--- src/rtl/conv_parity_encoder_pkg.sv ---
// Shared constants and parity helper for the rate-1/2 convolutional encoder.
package conv_enc_pkg;

  // Data word width; the codeword carries two parity bits per data bit.
  localparam int N      = 48;
  localparam int CODE_W = 2 * N;

  // Bit counter must be able to hold the value N itself.
  localparam int CNT_W  = $clog2(N + 1);

  // Generator taps ordered {current bit, s1, s2}.
  localparam logic [2:0] G0 = 3'b111;
  localparam logic [2:0] G1 = 3'b101;

  // One parity bit: XOR of the window bits selected by the generator taps.
  function automatic logic conv_parity(input logic [2:0] win, input logic [2:0] gen);
    return ^(win & gen);
  endfunction

endpackage

--- src/rtl/conv_parity_encoder_if.sv ---
// Load/observe bundle between the transmit controller and the encoder.
interface conv_parity_encoder_if;

  logic                              start;
  logic [conv_enc_pkg::N-1:0]        din;
  logic                              serial_bit;
  logic [conv_enc_pkg::CODE_W-1:0]   code;
  logic                              done;

  // Controller side: drives the load request and word, watches the results.
  modport master (
    output start,
    output din,
    input  serial_bit,
    input  code,
    input  done
  );

  // Encoder side.
  modport slave (
    input  start,
    input  din,
    output serial_bit,
    output code,
    output done
  );

endinterface

--- src/rtl/conv_parity_encoder_piso_serializer.sv ---
// Parallel-in/serial-out shifter: loads a word on start and presents it MSB first.
module piso_serializer
  import conv_enc_pkg::*;
(
  input  logic         clk,
  input  logic         rst_n,
  input  logic         i_start,
  input  logic         i_shift,
  input  logic [N-1:0] i_din,
  output logic         o_bit
);

  logic [N-1:0] r_shift;

  // Shift register: reset clears, start reloads, otherwise shift left with zero fill when asked.
  always_ff @(posedge clk) begin
    if (!rst_n) begin
      r_shift <= '0;
    end else if (i_start) begin
      r_shift <= i_din;
    end else if (i_shift) begin
      r_shift <= {r_shift[N-2:0], 1'b0};
    end else begin
      r_shift <= r_shift;
    end
  end

  // Bit about to be consumed is always the current MSB.
  assign o_bit = r_shift[N-1];

endmodule

--- src/rtl/conv_parity_encoder.sv ---
// Rate-1/2, K=3 convolutional encoder: serializes a word MSB first and
// accumulates the two parity bits of every data bit into a 2N-bit codeword.
module conv_parity_encoder
  import conv_enc_pkg::*;
(
  input  logic                  clk,
  input  logic                  rst_n,
  conv_parity_encoder_if.slave  bus
);

  // Two implicit states: running through the word, or holding a finished codeword.
  localparam logic [0:0] ST_RUN  = 1'b0;
  localparam logic [0:0] ST_HOLD = 1'b1;

  localparam logic [CNT_W-1:0] LAST_CNT = CNT_W'(N - 1);

  logic [0:0]        r_state;
  logic [1:0]        r_enc_st;      // {s1, s2}
  logic [CNT_W-1:0]  r_cnt;
  logic [CODE_W-1:0] r_code;
  logic              r_serial_bit;

  logic              w_bit;
  logic              w_run;
  logic              w_last;
  logic [2:0]        w_win;
  logic              w_c0;
  logic              w_c1;

  // A bit is consumed on every edge that is neither a load nor in hold.
  assign w_run  = (r_state == ST_RUN) && !bus.start;
  assign w_last = (r_cnt == LAST_CNT);
  assign w_win  = {w_bit, r_enc_st};
  assign w_c0   = conv_parity(w_win, G0);
  assign w_c1   = conv_parity(w_win, G1);

  piso_serializer u_piso (
    .clk     (clk),
    .rst_n   (rst_n),
    .i_start (bus.start),
    .i_shift (w_run),
    .i_din   (bus.din),
    .o_bit   (w_bit)
  );

  // Encoder state, counter, codeword accumulator and completion flag.
  always_ff @(posedge clk) begin
    if (!rst_n) begin
      r_state      <= ST_RUN;
      r_enc_st     <= 2'b00;
      r_cnt        <= '0;
      r_code       <= '0;
      r_serial_bit <= 1'b0;
    end else if (bus.start) begin
      // Load (or abort and reload): nothing of a previous word survives.
      r_state      <= ST_RUN;
      r_enc_st     <= 2'b00;
      r_cnt        <= '0;
      r_code       <= '0;
      r_serial_bit <= 1'b0;
    end else if (w_run) begin
      r_enc_st     <= {w_bit, r_enc_st[1]};
      r_cnt        <= r_cnt + CNT_W'(1);
      r_code       <= {r_code[CODE_W-3:0], w_c0, w_c1};
      r_serial_bit <= w_bit;
      if (w_last) begin
        r_state <= ST_HOLD;
      end else begin
        r_state <= ST_RUN;
      end
    end else begin
      // Hold: finished codeword stays put until the next load or reset.
      r_state      <= r_state;
      r_enc_st     <= r_enc_st;
      r_cnt        <= r_cnt;
      r_code       <= r_code;
      r_serial_bit <= r_serial_bit;
    end
  end

  assign bus.code       = r_code;
  assign bus.serial_bit = r_serial_bit;
  assign bus.done       = (r_state == ST_HOLD);

endmodule

--- src/flat_wrapper.sv ---
// flat-port wrapper written by rule: the top's interface ports become plain ports
module conv_parity_encoder_flat import conv_enc_pkg::*;
  (clk, rst_n, bus_start, bus_din, bus_serial_bit, bus_code, bus_done);
  conv_parity_encoder_if bus_i ();
  input  logic clk;
  input  logic rst_n;
  input wire logic [$bits(bus_i.start)-1:0] bus_start;
  input wire logic [$bits(bus_i.din)-1:0] bus_din;
  output wire logic [$bits(bus_i.serial_bit)-1:0] bus_serial_bit;
  output wire logic [$bits(bus_i.code)-1:0] bus_code;
  output wire logic [$bits(bus_i.done)-1:0] bus_done;
  assign bus_i.start = bus_start;
  assign bus_i.din = bus_din;
  assign bus_serial_bit = bus_i.serial_bit;
  assign bus_code = bus_i.code;
  assign bus_done = bus_i.done;
  conv_parity_encoder u_core (.clk(clk), .rst_n(rst_n), .bus(bus_i));
endmodule
--- config.mk ---
export PLATFORM = sky130hd
export DESIGN_NAME = conv_parity_encoder_flat
export DESIGN_NICKNAME = d
export VERILOG_FILES = /design/src/rtl/conv_parity_encoder_pkg.sv /design/src/rtl/conv_parity_encoder_if.sv /design/src/rtl/conv_parity_encoder_piso_serializer.sv /design/src/rtl/conv_parity_encoder.sv /design/src/flat_wrapper.sv
export SDC_FILE = /design/constraint.sdc
export NUM_CORES = 1
export LEC_CHECK = 0
export ABC_CLOCK_PERIOD_IN_PS = 1400
export BUFFER_PORTS_ARGS = -buffer_cell sky130_fd_sc_hd__buf_2
export CAP_MARGIN = 20
export CORE_MARGIN = 10
export CORE_UTILIZATION = 55
export CTS_BUF_LIST = sky130_fd_sc_hd__clkbuf_4
export CTS_CLUSTER_SIZE = 28
export DETAILED_ROUTE_END_ITERATION = 8
export PLACE_DENSITY = 0.82
export RECOVER_POWER = 50
export SLEW_MARGIN = 15
export SYNTH_ARGS = -nofsm -noshare
export SYNTH_HDL_FRONTEND = slang
export SYNTH_SLANG_ARGS = --single-unit
--- constraint.sdc ---
create_clock -name clk -period 1.4 [get_ports clk]
set_input_delay 0.21 -clock clk [delete_from_list [all_inputs] [get_ports clk]]
set_output_delay 0.21 -clock clk [all_outputs]
set_load 0.005 [all_outputs]
==> results of run 1 <==
[path summary, 6_finish.rpt]
kind | from | endpoint | slack [ns] | cells past startpoint
worst max-delay path | u_core.bus.done | u_core.u_piso.r_shift[2] | 0.01 | 5
worst min-delay path | bus_start | u_core.u_piso.r_shift[31] | 0.15 | 4
worst max register to register | u_core.bus.done | u_core.u_piso.r_shift[2] | 0.01 | 5
worst min register to register | u_core.r_enc_st[0] | u_core.r_enc_st[0] | 0.50 | 2
[metal layers]
| metal | vias up | routed length [um] | share of wire (%) |
|---|---|---|---|
| li1 | 2459 | - | - |
| met1 | 2335 | 6067 | 41 |
| met2 | 145 | 7439 | 51 |
| met3 | 13 | 1031 | 7.0 |
| met4 | 0 | 157 | 1.1 |
| met5 | - | 0 | 0 |
[tightest hold or removal path: stages]
cell     delay, ns
buf_2         0.19
nand2_1       0.07
o21ai_0       0.05
and2_1        0.12
[timing repair]
action | in CTS | in global routing
endpoints found under the setup margin | 1 | 20
hold buffers | 49 | 0
setup buffers | 2 | 1
hold endpoints to repair | 50 | 0
resized for setup | 3 | 4
cloned | 1 | 0
[registers in the layout, indices dropped and copies added, names as in the netlist]
name / flops
u_core.bus.code: 96
u_core.bus.done: 1
u_core.bus.serial_bit: 1
u_core.r_cnt: 6
u_core.r_enc_st: 1
u_core.u_piso.r_shift: 48
[cells in the final DEF (no fill, tap or decap), drive strengths merged, types with 11 or more instances in the layout]
master | netlist | layout
nand2 | 50 | 50
mux2i | 144 | 144
dlygate4sd3 | 0 | 49
clkbuf | 12 | 19
dfxtp | 153 | 153
buf | 33 | 171
o21ai | 51 | 51
clkinv | 0 | 11
nor2 | 100 | 100
and2 | 48 | 48
[logic make-up (layout without fill, tap and decap cells)]
logic type	Yosys count	after routing	synth area share [%]
muxes	144	144	23.68
xor gates and xnor gates	3	3	0.4317
adders and majority gates	1	1	0.2055
DFF	153	153	50.32
buffers and inverters	47	256	4.913
and+or+nand+nor	210	210	15.62
AOI/OAI and AO/OA	57	57	4.830
[stage by stage]
step                      util [%]  instance area [um^2]  power [mW]  instances
final                        72.22                  7829       7.589        964
after floorplan                  -                  6087       4.811        615
after global routing         72.22                  7829       7.897        964
after detailed placement     64.51                  6993       4.948        879
after global placement       64.51                  6993       4.925        879
after CTS                    72.10                  7816       7.639        963
[report_power, final]
| part | switching, mW | total, mW | internal (mW) |
|---|---|---|---|
| logic | 0.227 | 0.489 | 0.261 |
| registers | 0.0484 | 4.48 | 4.43 |
| clock network | 1.42 | 2.62 | 1.20 |
| total | 1.69 | 7.59 | 5.90 |
[layout make-up]
cell class | instances | area share, %
clock buffers | 18 | 1.726
clock inverters | 14 | 1.742
inverters | 2 | 0.09589
multi-input cells | 415 | 34.95
flip-flops and latches | 153 | 39.17
well taps | 140 | 2.237
repair buffers | 222 | 20.07
==> metrics.md, run 1 <==
| Metric | Value |
|---|---|
| Outcome | `finished clean` |
| Multi-input gate area | `2736 um^2` |
| Count of TritonRoute iterations in the first routing pass | `4` |
| Post-layout worst setup margin | `0.01172 ns` |
| Buffers and inverters on the worst path | `2` |
| Setup repair after global routing missed its margin | `true` |
| Clock latency of the later-clocked register in the worst-skew pair | `0.53 ns` |
| Synth unique cells | `25` |
| Leading area contributor after synthesis | `dfxtp_1` |
| Count of antenna diodes in the layout | `0` |
| Fmax | `720.3 MHz` |
| GRT busiest layer | `met2` |
| Number of antenna violations at the first check in global routing | `0` |
| Cell with the most instances after synthesis | `dfxtp_1` |
| Post-detailed-placement half-perimeter wirelength | `9.841 mm` |
| Final critical delay including setup and external delays | `~1.4 ns` |
| Area taken by flip-flops and latches | `3067 um^2` |
| Number of enable-type register cells in the synthesized netlist | `0` |
| Number of synthesis warnings | `0` |
| Part of the cycle the worst path needs | `99.16%` |
| Clock tree from TritonCTS | `yes` |
| Top cell type's share of synthesized area | `about half` |
| Maximum number of buffers from clock root to sink | `2` |
| Kind of cell with the highest combined delay on the critical path | `flip-flops` |
| Final #Nets | `863` |
| Peak VDD IR | `0.0006755 V` |
| GRT Overall Usage | `a little under a fifth` |
| Cell Pwr Density | `969.3 nW/um^2` |
| WS Path Type | `register to register` |
| Actual slew at the worst max-slew pin | `0.5041 ns` |
| Setup total negative slack | `0 ns` |
| Required time at the worst-slack endpoint | `1.82 ns` |
| Number of global-route vias before repair | `4930` |
| Top post-synthesis cells by area | `dfxtp_1 50%, mux2i_1 24%, nor2_1 6.2%` |
| Clock net sink count | `153` |
| Wire length of the first global-routing pass | `between 20 and 25 mm` |
| Max stage delay cell, worst path | `dfxtp_4` |
| Post-detailed-route count of antenna-violating nets | `0` |
| Clock transition at the register clock pins on the worst setup and hold paths after CTS | `0.11 ns` |
| Most instantiated cells after synthesis | `153 x dfxtp_1, 144 x mux2i_1, 100 x nor2_1` |
| Max_slew headroom | `66.39%` |
| Layout cells sized above 1 | `24.39%` |
| Cells after synthesis | `615` |
| Routed wire length | `about 15 mm` |
| Aggregate global routing overflow | `0` |
| Avg WL per Cell | `15.24 um` |
| Total number of vias | `roughly 5000` |
| Syn avg cell area | `9.898 um^2` |
| Crit path launch type | `register` |
| Final-layout fill cell count | `between 700 and 800` |
| Clk_skew | `~0.011 ns` |
| Maximum number of pins on one net before global-route repair | `73` |
| Arrival time of the worst setup path | `1.81 ns` |
| Maxcap violations | `0` |
| Prevailing post-synth register cell | `dfxtp_1` |
| Number of synthesized register bits | `153` |
| Root cell of the clock tree | `clkbuf_4` |
| Routed via count divided by cell count | `5.137` |
| Die Area | `15680 um^2` |
| Max-slew violations | `0` |
| Cell chain of the critical path | `buf_8 > buf_4 > mux2i_1 > o21ai_0 > and2_1` |
| Synth async-reset ratio | `0%` |
| Core box area | `10840 um^2` |
| Port bufs | `between 100 and 150` |
| Ports | `149` |
| Global routing usage on met1 | `21.01%` |
| X dimension of the die | `125.2 um` |
| Final setup violation count | `0` |
| Number of violations reported at the end of detailed-routing iteration 0 | `367` |
| Num CTS Buffers | `17` |
| Critical path peak fanout | `15` |
| Syn nets | `approximately 670` |
| Reported leakage power | `3.101 nW` |
| Total standard cell area after synthesis | `approximately 6100 um^2` |
| Hold Vio Cnt, Final | `0` |
| Initial Utilization | `56.15%` |
| Die extent in y | `125.2 um` |
| Signed area change from the synthesized netlist to the final layout | `28.61%` |
| Portion of the post-synthesis area used by sequential elements | `about half` |
| Site Rows | `38` |
| Max incr delay on CP | `0.39 ns` |
| Worst Setup End Kind | `register` |
| GR Layer Usage met2 | `between 30% and 40%` |
| Hold_ws | `0.1507 ns` |
| Worst min path class | `input port to register` |
| Routing usage on met3 | `6.591%` |
| Number of remaining DRC errors | `0` |
| Final weighted congestion in routability-driven placement | `~0.81` |
| # H-tree levels | `4` |
| Worst setup timing slack at the placement stage | `about 0.090 ns` |
Power figures use the tool's default switching activity.
==> run 2, diff against run 1 <==
--- a/config.mk
+++ b/config.mk
@@ -5,7 +5,7 @@
 export SDC_FILE = /design/constraint.sdc
 export NUM_CORES = 1
 export LEC_CHECK = 0
-export ABC_CLOCK_PERIOD_IN_PS = 1400
+export ABC_CLOCK_PERIOD_IN_PS = 1360
 export BUFFER_PORTS_ARGS = -buffer_cell sky130_fd_sc_hd__buf_2
 export CAP_MARGIN = 20
 export CORE_MARGIN = 10
==> constraint.sdc (replaced) <==
create_clock -name clk -period 1.36 [get_ports clk]
set_input_delay 0.204 -clock clk [delete_from_list [all_inputs] [get_ports clk]]
set_output_delay 0.204 -clock clk [all_outputs]
set_load 0.005 [all_outputs]
==> run 2 against run 1 <==
Net effect:
- first-iteration DRC count up 3.8%
- utilization up 1.3 points
- final cell count up 0.21%
- wire length up 0.93%
- setup slack better by 0.031 ns
- global-route usage up 0.055 points
- flip-flop and latch count unchanged
- total power up 11%
- die area unchanged
- sequential share of layout area down 0.57 points
- largest power group unchanged
- highest routed layer unchanged
==> metrics.md, run 2 (synthesized netlist as in run 1, its figures left out) <==
| Metric | Value |
|---|---|
| Outcome | `finished clean` |
| Signed area change from the synthesized netlist to the final layout | `30.89%` |
| Max incr delay on CP | `0.38 ns` |
| Max reg flops | `96` |
| # H-tree levels | `4` |
| Clock transition at the register clock pins on the worst setup and hold paths after CTS | `~0.12 ns` |
| Hold Vio Cnt, Final | `0` |
| Number of global-route vias before repair | `approximately 5000` |
| Worst Setup End Kind | `output pin` |
| Comb pwr share | `roughly 6.0%` |
| Routed wire length | `14.83 mm` |
| Count of antenna diodes in the layout | `0` |
| Area of all placed cells without fillers | `7968 um^2` |
| Required time at the worst-slack endpoint | `1.16 ns` |
| Max-slew violations | `0` |
| Total placed instance area | `7028 um^2` |
| Reported leakage power | `3.147 nW` |
| Num CTS Buffers | `17` |
| X dimension of the die | `125.2 um` |
| Post-detailed-placement half-perimeter wirelength | `9.723 mm` |
| Arrival time of the worst setup path | `roughly 1.1 ns` |
| Cell depth of the worst min-delay path | `3` |
| Most common cell after layout, fill and taps aside | `buf_2` |
| Reg2reg start | `u_core.bus.done` |
| Post-layout worst setup margin | `0.04243 ns` |
| Avg WL per Cell | `15.35 um` |
| Worst min path class | `input port to register` |
| R2r worst-path depth | `5` |
| Die Area | `between 15000 and 20000 um^2` |
| Final setup violation count | `0` |
| Clock net sink count | `between 150 and 200` |
| GRT Overall Usage | `18.56%` |
| Clock latency of the later-clocked register in the worst-skew pair | `about 0.53 ns` |
| Highest-count cells in the layout ignoring fill and taps | `147 x buf_2, 145 x dfxtp_1, 142 x mux2i_1, 100 x nor2_1, 51 x o21ai_0` |
| Power Internal | `6.513 mW` |
| Total number of vias | `4873` |
| Aggregate global routing overflow | `0` |
| Number of violations reported at the end of detailed-routing iteration 0 | `381` |
| Post-detailed-route count of antenna-violating nets | `0` |
| Part of the cycle the worst path needs | `96.88%` |
| Power share of the clock group | `between 30 and 40%` |
| Number of antenna violations at the first check in global routing | `0` |
| Fmax | `about 760 MHz` |
| Core box area | `10840 um^2` |
| Maximum number of buffers from clock root to sink | `2` |
| Root cell of the clock tree | `clkbuf_4` |
| Actual slew at the worst max-slew pin | `0.3169 ns` |
| Routed via count divided by cell count | `5.045` |
| Peak VDD IR | `0.0005538 V` |
| Max stage delay cell, worst path | `dfxtp_4` |
| Count of TritonRoute iterations in the first routing pass | `5` |
| Maximum number of pins on one net before global-route repair | `77` |
| Final-layout fill cell count | `~780` |
| Final standard cell utilization of the core | `73.50%` |
| Die extent in y | `125.2 um` |
| Setup slack of the worst register-to-register path | `0.05 ns` |
| Hold Path Origin | `bus_start` |
| Hold_ws | `0.1468 ns` |
| Cell chain of the critical path | `buf_12 > buf_6` |
| Wire length of the first global-routing pass | `24.45 mm` |
| WS Path Type | `register to output pin` |
| Switching pwr | `1.925 mW` |
| Cell Pwr Density | `around 1100 nW/um^2` |
| Setup repair after global routing missed its margin | `true` |
| Final #Nets | `approximately 870` |
| Final critical delay including setup and external delays | `1.318 ns` |
| Clock tree from TritonCTS | `yes` |
| Maxcap violations | `0` |
| Number of remaining DRC errors | `0` |
| Critical path peak fanout | `3` |
| Layout cells sized above 1 | `between 20% and 30%` |
| Switching part of the total power | `22.81%` |
| Portion of total power attributed to sequential cells | `54.7%` |
| Ports | `about 150` |
| Terminus of the critical flop-to-flop path | `u_core.u_piso.r_shift[9]` |
| End point of the worst hold path | `u_core.r_enc_st[0]` |
| Site Rows | `38` |
| Initial Utilization | `56.15%` |
| Max_slew headroom | `between 70 and 80%` |
| Crit path launch type | `register` |
| Clk_skew | `between 0.02 and 0.025 ns` |
| Port bufs | `148` |
| Final weighted congestion in routability-driven placement | `just under 0.8` |
| Worst setup timing slack at the placement stage | `0.05094 ns` |
==> run 2: changes by cell type in the layout (fill, tap and decap cells not counted), moves of 2 or more <==
cell,change
and2_0,+10
dfxtp_2,+7
and2_1,-10
clkinv_1,-6
clkinvlp_4,+2
bufinv_16,+2
clkinv_4,+5
dfxtp_1,-7
clkinv_2,-4
==> run 2: cell type report <==
cell class	count	area [um^2]	share of cell area (%)
Clock buffer	18	135.1	1.696
Inverter	2	7.507	0.09422
Tap cell	140	175.2	2.198
Sequential cell	153	3075	38.60
Clock inverter	14	221.5	2.780
Multi-Input combinational cell	415	2756	34.59
Timing Repair Buffer	224	1597	20.04
==> run 2: power by group through the flow <==
stage / combinational (mW) / sequential (mW) / clock [mW]
after floorplan: 0.254 / 4.70 / 0
after global placement: 0.364 / 4.71 / 0
after detailed placement: 0.381 / 4.71 / 0
after CTS: 0.490 / 4.61 / 3.38
after global routing: 0.566 / 4.62 / 3.57
final: 0.506 / 4.61 / 3.32
==> run 2: worst max-delay path by stage <==
stage / depth (start not counted) / start / endpoint
CTS: 2 / u_core.bus.done / bus_done
floorplan: 5 / u_core.bus.done / u_core.bus.code[37]
global placement: 4 / u_core.bus.done / u_core.u_piso.r_shift[11]
finish: 2 / u_core.bus.done / bus_done
global route: 2 / u_core.bus.done / bus_done
detailed placement: 4 / u_core.bus.done / u_core.bus.code[73]
==> run 2: repair_timing <==
item | 4_1_cts | 5_1_grt
endpoints found under the setup margin | 1 | 27
setup buffers | 2 | 0
cloned | 1 | 0
pin swaps | 0 | 0
resized for setup | 2 | 15
hold buffers | 49 | 0
endpoints found under the hold margin | 50 | 0
==> run 2: layer usage <==
layer,vias to the layer above,share of wire (%),global-route usage (%)
met1,2268,42,20.62
li1,2448,-,-
met5,-,0,0
met3,24,6.1,6.337
met4,0,1.6,6.301
met2,133,50,32.43
==> run 2: stage by stage <==
stage / power (mW) / TNS [ns] / std cells
detailed placement: 5.092 / 0 / 882
finish: 8.437 / 0 / 966
global route: 8.759 / -0.2422 / 966
CTS: 8.477 / -0.006609 / 966
floorplan: 4.952 / 0 / 615
global placement: 5.070 / 0 / 882
==> run 2: critical path, delay by kind of cell, from the launching register on <==
kind,cells,cell delay [ns]
DFF,1,0.38
buffers and inverters,2,0.22
==> run 3, diff against run 2 <==
--- a/config.mk
+++ b/config.mk
@@ -9,11 +9,10 @@
 export BUFFER_PORTS_ARGS = -buffer_cell sky130_fd_sc_hd__buf_2
 export CAP_MARGIN = 20
 export CORE_MARGIN = 10
-export CORE_UTILIZATION = 55
+export CORE_UTILIZATION = 30
 export CTS_BUF_LIST = sky130_fd_sc_hd__clkbuf_4
 export CTS_CLUSTER_SIZE = 28
 export DETAILED_ROUTE_END_ITERATION = 8
-export PLACE_DENSITY = 0.82
 export RECOVER_POWER = 50
 export SLEW_MARGIN = 15
 export SYNTH_ARGS = -nofsm -noshare
==> run 3 against run 2 <==
Net effect:
- the run now ends with negative setup slack left
- count of clock-buffer cells in the layout down 1
- hold slack better by 0.062 ns
- sequential power about the same
- die area up 68%
- maximum frequency down 9.9%
- global-route usage down 8.0 points
==> metrics.md, run 3 (synthesized netlist as in run 1, its figures left out) <==
| Metric | Value |
|---|---|
| Maximum number of buffers from clock root to sink | `2` |
| Fmax | `684.0 MHz` |
| Number of antenna violations at the first check in global routing | `0` |
| Highest-count cells in the layout ignoring fill and taps | `144 x mux2i_1, 143 x buf_2, 116 x dfxtp_1, 100 x nor2_1, 51 x o21ai_0` |
| Arrival time of the worst setup path | `1.26 ns` |
| Max Used Layer | `met4` |
| Ports | `149` |
| Crit path depth | `3` |
| Total placed instance area | `7153 um^2` |
| CP Launch Point | `u_core.bus.done` |
| Peak VDD IR | `0.0004708 V` |
| Final #Nets | `866` |
| Root cell of the clock tree | `clkbuf_4` |
| GRT Overall Usage | `10.53%` |
| Actual slew at the worst max-slew pin | `approximately 0.42 ns` |
| Maximum number of pins on one net before global-route repair | `57` |
| Clock transition at the register clock pins on the worst setup and hold paths after CTS | `0.14 ns` |
| Number of global-route vias before repair | `4594` |
| Critical path peak fanout | `2` |
| Cell chain of the critical path | `buf_12 > buf_8 > buf_6` |
| Max-slew violations | `0` |
| Hold Vio Cnt, Final | `0` |
| X dimension of the die | `162.4 um` |
| # H-tree levels | `4` |
| Final weighted congestion in routability-driven placement | `0.7353` |
| Max reg flops | `96` |
| Worst min path class | `input port to register` |
| Pwr Total | `7.903 mW` |
| Reported leakage power | `3.127 nW` |
| Number of violations reported at the end of detailed-routing iteration 0 | `about 180` |
| Post-layout worst setup margin | `-0.1021 ns` |
| Signed area change from the synthesized netlist to the final layout | `32.87%` |
| Clock latency of the later-clocked register in the worst-skew pair | `0.55 ns` |
| Core box area | `20100 um^2` |
| Clock net sink count | `roughly 150` |
| Routed via count divided by cell count | `about 4.3` |
| Avg WL per Cell | `12.95 um` |
| Setup slack of the worst register-to-register path | `-0.10 ns` |
| Count of antenna diodes in the layout | `0` |
| Outcome | `finished with violations` |
| Setup repair after global routing missed its margin | `true` |
| Number of remaining DRC errors | `0` |
| Setup total negative slack | `-0.4903 ns` |
| Hold_ws | `about 0.21 ns` |
| Routed wire length | `~14 mm` |
| Area of all placed cells without fillers | `8088 um^2` |
| Post-detailed-placement half-perimeter wirelength | `slightly below 10 mm` |
| Terminus of the critical flop-to-flop path | `u_core.u_piso.r_shift[23]` |
| Num CTS Buffers | `17` |
| Routed metal-1 wire length | `6.836 mm` |
| Layout cells sized above 1 | `29.63%` |
| Critical Path Sink | `bus_done` |
| Failing checks | `negative setup slack` |
| Maxcap violations | `0` |
| R2r worst-path depth | `5` |
| Reg2reg start | `u_core.bus.done` |
| Clock tree from TritonCTS | `yes` |
| Count of TritonRoute iterations in the first routing pass | `4` |
| Worst setup timing slack at the placement stage | `0.09266 ns` |
| Aggregate global routing overflow | `0` |
| Buffers and inverters on the worst path | `3` |
| Total number of vias | `4706` |
| Cell Pwr Density | `977.2 nW/um^2` |
| Site Rows | `52` |
| Die extent in y | `roughly 160 um` |
| Post-detailed-route count of antenna-violating nets | `0` |
| Port bufs | `148` |
| Final-layout fill cell count | `roughly 2000` |
| Max incr delay on CP | `0.39 ns` |
| Kind of cell with the highest combined delay on the critical path | `flip-flops` |
| Final critical delay including setup and external delays | `1.462 ns` |
| WS Path Type | `register to output pin` |
| Final setup violation count | `28` |
| Worst Setup End Kind | `output pin` |
| Required time at the worst-slack endpoint | `1.16 ns` |
| Max stage delay cell, worst path | `dfxtp_4` |
| Amount of wire on met2 after detailed routing | `~6.3 mm` |
| Die Area | `26390 um^2` |
| Initial Utilization | `30.28%` |
| Crit path launch type | `register` |
| Wire length of the first global-routing pass | `between 20 and 25 mm` |
| Clk_skew | `0.01964 ns` |
| Part of the cycle the worst path needs | `107.5%` |
| Most common cell after layout, fill and taps aside | `mux2i_1` |
| Max_slew headroom | `71.89%` |
| Met3 WL post-DR | `904 um` |
[run 3: cell types whose count changed in the layout (fill, tap and decap cells not counted), sizes merged]
cell / change
bufinv: -4
inv: +7
clkinv: -1
clkinvlp: -1
buf: -2
clkbuf: +2
[run 3: final cells by class]
| type | instances | area, um^2 | area share (%) |
|---|---|---|---|
| clock buffer | 17 | 127.6 | 1.578 |
| inverter | 2 | 7.507 | 0.09282 |
| tap | 270 | 337.8 | 4.177 |
| multi-input combinational | 415 | 2744 | 33.93 |
| sequential | 153 | 3112 | 38.47 |
| clock inverter | 15 | 156.4 | 1.934 |
| timing repair buffer | 225 | 1603 | 19.82 |
[run 3: metal layers]
metal	GRT usage [%]	vias up
li1	-	2455
met1	13.41	2135
met2	15.83	106
met3	4.019	10
met4	3.888	0
met5	0	-
[run 3: tightest hold or removal path, stage by stage]
cell	delay, ns
buf_2	0.18
nand4bb_4	0.18
or3_1	0.10
a21oi_1	0.05
[run 3: what timing repair did]
action                                  4_1_cts  5_1_grt
cloned                                        1        1
gates resized for setup                      12       45
endpoints found under the hold margin        48        0
endpoints found under the setup margin        9      153
hold buffers                                 49        0
buffers inserted                              3        4
[run 3: worst min path at each step]
stage	startpoint	endpoint	slack [ns]	depth (start not counted)
global route	bus_start	u_core.r_cnt[5]	0.18	4
finish	bus_start	u_core.r_cnt[5]	0.21	4
CTS	bus_start	u_core.bus.code[11]	0.16	3
global placement	u_core.bus.code[95]	u_core.bus.code[95]	0.47	2
floorplan	bus_din[46]	u_core.u_piso.r_shift[46]	0.42	3
detailed placement	u_core.r_enc_st[0]	u_core.r_enc_st[0]	0.47	2
[run 3: through the flow]
step	std cells	util, %
after detailed placement	1007	35.58
final	1097	40.23
after CTS	1092	39.84
after floorplan	615	-
after global placement	1007	35.58
after global routing	1097	40.23
[run 3: where the power goes]
part	total [mW]	switching, mW	internal, mW
Sequential	4.61	0.0441	4.56
Clock	2.80	1.82	0.981
Combinational	0.491	0.221	0.270
